<file path="src/rtl/fan_ctrl_pkg.sv">
// Shared encodings and default thresholds for the fan speed controller.
package fan_ctrl_pkg;

  typedef enum logic [2:0] {
    ST_IDLE     = 3'd0,
    ST_SAMPLE   = 3'd1,
    ST_APPLY    = 3'd2,
    ST_OVERRIDE = 3'd3
  } state_e;

  typedef enum logic [1:0] {
    SPEED_OFF  = 2'd0,
    SPEED_LOW  = 2'd1,
    SPEED_MED  = 2'd2,
    SPEED_HIGH = 2'd3
  } speed_e;

  localparam int DEF_LOW_MAX_DELTA = 4;
  localparam int DEF_MED_MAX_DELTA = 9;

  typedef struct packed {
    logic [6:0] reading;
    logic [6:0] setpoint;
    logic       ovr;
    logic       ovr_speed;
  } sample_t;

  function automatic speed_e override_code(input logic ovr_speed);
    return ovr_speed ? SPEED_HIGH : SPEED_OFF;
  endfunction

endpackage

</file>
<file path="src/rtl/fan_speed_decode.sv">
// Combinational map from (reading, setpoint, override) to a fan speed code.
module fan_speed_decode
  import fan_ctrl_pkg::*;
#(
  parameter int LOW_MAX_DELTA = DEF_LOW_MAX_DELTA,
  parameter int MED_MAX_DELTA = DEF_MED_MAX_DELTA
) (
  input  logic [6:0] reading_i,
  input  logic [6:0] setpoint_i,
  input  logic       override_i,
  input  logic       override_speed_i,
  output speed_e     speed_o
);

  localparam logic signed [7:0] LOW_T = 8'(LOW_MAX_DELTA);
  localparam logic signed [7:0] MED_T = 8'(MED_MAX_DELTA);

  // Zero-extended 7-bit operands cannot overflow an 8-bit signed difference.
  logic signed [7:0] delta;
  assign delta = $signed({1'b0, reading_i}) - $signed({1'b0, setpoint_i});

  always_comb begin
    speed_o = SPEED_OFF;
    if (override_i) begin
      speed_o = override_code(override_speed_i);
    end else if (delta <= 8'sd0) begin
      speed_o = SPEED_OFF;
    end else if (delta <= LOW_T) begin
      speed_o = SPEED_LOW;
    end else if (delta <= MED_T) begin
      speed_o = SPEED_MED;
    end else begin
      speed_o = SPEED_HIGH;
    end
  end

endmodule

</file>
<file path="src/rtl/fan_speed_controller.sv">
// Closed-loop fan speed controller: samples temperature/override inputs and
// refreshes the registered fan speed every two cycles.
//
//   state    | meaning
//   IDLE     | first cycle after reset release
//   SAMPLE   | capture inputs; speed written on the edge leaving this state
//   APPLY    | speed from temperature bands just written; speed_set high
//   OVERRIDE | speed from manual override just written; speed_set high
//   4..7     | illegal, recover to IDLE
module fan_speed_controller
  import fan_ctrl_pkg::*;
#(
  parameter int LOW_MAX_DELTA = DEF_LOW_MAX_DELTA,
  parameter int MED_MAX_DELTA = DEF_MED_MAX_DELTA
) (
  input  logic       clk,
  input  logic       reset,
  input  logic [6:0] temperature_reading,
  input  logic [6:0] temperature_setpoint,
  input  logic       manual_override,
  input  logic       override_speed,
  output logic       speed_set,
  output logic [1:0] current_fan_speed,
  output logic [2:0] current_state
);

  state_e  state_q, state_d;
  speed_e  speed_q, speed_d;
  speed_e  dec_speed;
  logic    set_q, set_d;
  sample_t samp_q, samp_d;

  // Decode works on the values being captured this edge so the new speed
  // lands on the same edge that leaves SAMPLE.
  fan_speed_decode #(
    .LOW_MAX_DELTA (LOW_MAX_DELTA),
    .MED_MAX_DELTA (MED_MAX_DELTA)
  ) u_decode (
    .reading_i        (samp_d.reading),
    .setpoint_i       (samp_d.setpoint),
    .override_i       (samp_d.ovr),
    .override_speed_i (samp_d.ovr_speed),
    .speed_o          (dec_speed)
  );

  always_ff @(posedge clk or negedge reset) begin
    if (!reset) begin
      state_q <= ST_IDLE;
      speed_q <= SPEED_OFF;
      set_q   <= 1'b0;
      samp_q  <= '0;
    end else begin
      state_q <= state_d;
      speed_q <= speed_d;
      set_q   <= set_d;
      samp_q  <= samp_d;
    end
  end

  always_comb begin
    state_d = state_q;
    speed_d = speed_q;
    set_d   = 1'b0;
    samp_d  = samp_q;
    case (state_q)
      ST_IDLE: begin
        state_d = ST_SAMPLE;
      end
      ST_SAMPLE: begin
        samp_d.reading   = temperature_reading;
        samp_d.setpoint  = temperature_setpoint;
        samp_d.ovr       = manual_override;
        samp_d.ovr_speed = override_speed;
        state_d          = manual_override ? ST_OVERRIDE : ST_APPLY;
        speed_d          = dec_speed;
        set_d            = 1'b1;
      end
      ST_APPLY, ST_OVERRIDE: begin
        state_d = ST_SAMPLE;
      end
      default: begin
        state_d = ST_IDLE;
      end
    endcase
  end

  assign speed_set         = set_q;
  assign current_fan_speed = speed_q;
  assign current_state     = state_q;

endmodule

</file>
<file path="config.mk">
export PLATFORM = sky130hd
export DESIGN_NAME = fan_speed_controller
export DESIGN_NICKNAME = d
export VERILOG_FILES = /design/src/rtl/fan_ctrl_pkg.sv /design/src/rtl/fan_speed_decode.sv /design/src/rtl/fan_speed_controller.sv
export SDC_FILE = /design/constraint.sdc
export NUM_CORES = 1
export LEC_CHECK = 0
export CORE_MARGIN = 5
export CORE_UTILIZATION = 35
export DETAILED_ROUTE_END_ITERATION = 8
export PLACE_DENSITY = 0.59
export SYNTH_ARGS = -nofsm -noshare
export SYNTH_HDL_FRONTEND = slang
export SYNTH_SLANG_ARGS = --single-unit
export TNS_END_PERCENT = 100
</file>
<file path="constraint.sdc">
create_clock -name clk -period 3.4 [get_ports clk]
set_input_delay 0.85 -clock clk [delete_from_list [all_inputs] [get_ports clk]]
set_output_delay 0.85 -clock clk [all_outputs]
set_load 0.005 [all_outputs]
</file>
==> results.py <==
metrics = {
    "critical_path": {
        "cp.arrival_ns": 3.28,
        "worstPathMaxFanout": 3,
        "crit_required_ns": 3.61,
        "startpoint_type": "primary input",
        "crit_type": "primary input to flop",
        "endpoint_kind": "flop",
    },
    "layout": {
        "fin_nets": 146,
        "antenna_cells": 0,
        "finalInstanceArea_sq_um": 1390,
        "fillers": 288,
        "area_growth_pct": 26.9,
        "drive_gt1_share_pct": 16.8,
    },
    "worst_hold_path": {
        "hold_path.class": "flop to flop",
    },
    "timing": {
        "slew_headroom_pct": 42.8,
        "clock_skew_ns": 0.000603,
        "finalHoldViolCount": 0,
        "slew_viol_final": 0,
        "finalCriticalPeriod_ns": 3.08,
        "tightest_slew_ns": 0.856,
        "setup_tns_ns": 0,
        "setup_viol": 0,
        "max_freq_mhz": 325,
        "rsz0062_at_grt": "no",
        "post-route-period-util_pct": 90.5,
    },
    "die": {
        "die_area_sq_um": 4350,
        "die_w_um": 66.0,
        "fp.coreArea_sq_um": 3030,
        "initial_core_util_pct": 36.2,
        "die_h_um": 66.0,
        "io_pins": 24,
        "num_rows": 20,
    },
    "logic_synthesis": {
        "synth.avg_cell_area_sq_um": 11.4,
        "synth-simple-area-share_pct": 7.65,
        "ys_top_cells_by_area": "dfrtp_1, mux2_2, ha_1",
        "synth-seq-cells": 19,
        "synth_cell_type_count": 33,
        "synth_area_leader_cell": "dfrtp_1",
        "yosys_warnings": 0,
        "synth_edf_count": 0,
        "synth-xor-area-share_pct": 3.20,
        "synth_ff_type": "dfrtp_1",
        "syn_nets": 122,
        "synth-compound-area-share_pct": 14.7,
        "ys_seq_area_share_pct": 43.4,
        "async_flop_share_pct": 100,
        "yosysMostFrequentCell": "dfrtp_1",
        "syn_area_sq_um": 1100,
        "netlist_instances": 96,
        "synth_top_family_by_area": "multiplexers",
        "yosys.area.top_type_share_pct": 43.4,
        "ys_top_cells_by_count": "dfrtp_1, mux2_2, inv_1, ha_1, mux2i_1",
        "synth_fa_ha_area_share_pct": 9.82,
        "synthMuxAreaShare_pct": 15.6,
    },
    "power_and_ir_drop": {
        "power_w": 0.000475,
        "ir_drop_uv": 190,
        "power_density_nw_per_um2": 341,
        "leakage_nw": 0.582,
    },
    "cts": {
        "htree_levels": 1,
        "clock_path_buffers": 2,
        "tritoncts": "built",
        "clock_latency_ns": 0.30,
        "cts_resized": 0,
        "clock_sinks": 19,
        "root_buffer": "clkbuf_4",
        "cts.clk_slew.worst_paths_ns": 0.11,
        "post_cts_buffers": 0,
        "hold_buffers": 0,
        "cts_buffers": 3,
    },
    "route": {
        "wire_per_inst_um": 12.8,
        "drt_first_iter_violations": 19,
        "via_per_inst": 4.58,
        "ant_nets": 0,
        "drc": 0,
        "dr.pass1.iters": 4,
        "via_count": 746,
        "wirelength_um": 2090,
    },
    "global_routing": {
        "first_global_vias": 834,
        "grt_overflow": 0,
        "grt_max_degree": 21,
        "grt_pass1_wl_um": 3700,
        "antenna_found_initial": 0,
        "grt_usage_pct": 11.3,
    },
    "place": {
        "gp_congestion": 0.833,
        "portBuffers": 22,
        "dp_hpwl_um": 1620,
        "placed_area_sq_um": 1360,
    },
    "outcome": {
        "status": "finished, final reports clean",
    },
    "job": {
        "cap_violations": 0,
    },
}
-- worst max-delay path, stage by stage --
cell	delay, ns
clkdlybuf4s50_1	0.40
mux2i_1	0.19
ha_1	0.21
inv_1	0.06
fa_1	0.41
a211oi_2	0.29
o21bai_2	0.11
a21oi_2	0.15
xnor2_1	0.19
o31ai_2	0.14
a211oi_1	0.29
-- where the power goes --
group          internal [W]  switching (W)  total, W
logic             0.0000618      0.0000552  0.000117
clock network     0.0000439      0.0000719  0.000116
registers          0.000238     0.00000407  0.000242
-- cell usage in the layout (no fill, tap or decap), types with 2 or more instances in the layout --
cell type / count
clkbuf_4: 3
a21oi_1: 2
xnor2_1: 3
nor2_1: 6
a21o_1: 3
nor2b_1: 3
ha_1: 7
a21boi_0: 2
clkdlybuf4s50_1: 22
mux2_2: 9
dfrtp_1: 19
o21ai_0: 2
inv_1: 8
mux2i_1: 7
a211oi_1: 2
a21oi_2: 2
-- registers in the layout, summed over array words and instances, names as in the netlist --
register,flops
current_fan_speed,2
samp_q,15
current_state,2
-- logic make-up (layout without fill, tap and decap cells) --
| family | after synthesis | in the layout |
|---|---|---|
| simple gates | 16 | 16 |
| buf+inv | 12 | 35 |
| other cells | 1 | 1 |
| xor+xnor | 4 | 4 |
| mux | 16 | 16 |
| fa+ha+maj | 8 | 8 |
| flops | 19 | 19 |
| compound gates | 20 | 20 |
-- per-layer routing --
metal	vias up	GRT usage, %	wire length [um]
li1	378	-	-
met4	0	6.85	32
met5	-	0	0
met2	17	17.3	972
met3	3	3.57	114
met1	348	13.9	967
-- path summary, 6_finish.rpt --
path	from	slack, ns	depth (start not counted)	endpoint
hold reg to reg	samp_q[5]	0.50	2	samp_q[5]
setup / recovery	temperature_reading[0]	0.32	11	current_fan_speed[0]
setup reg to reg	current_state[1]	0.35	12	current_fan_speed[0]
min in group asynchronous	reset	1.02	1	samp_q[3]
max in group asynchronous	reset	1.86	1	current_state[0]
hold / removal	samp_q[5]	0.50	2	samp_q[5]
-- stage by stage --
stage	setup WS (ns)	cells	hold WS [ns]	utilization, %
after floorplan	0.464	96	0.452	-
after detailed placement	0.00790	159	0.476	45.0
after global routing	0.0480	163	0.523	46.0
after global placement	0.0997	159	0.472	45.0
after CTS	0.294	163	0.502	46.0
final	0.323	163	0.497	46.0
-- layout make-up --
| class | instances | area, sq um | share of cell area (%) |
|---|---|---|---|
| timing repair buffer | 23 | 240 | 17.3 |
| inverter | 8 | 30.0 | 2.16 |
| sequential | 19 | 475 | 34.2 |
| clock buffer | 3 | 22.5 | 1.62 |
| clock inverter | 1 | 5.00 | 0.360 |
| multi-input combinational | 65 | 563 | 40.5 |
| tap | 44 | 55.1 | 3.96 |
No activity file was read; power rests on OpenSTA's default activity.
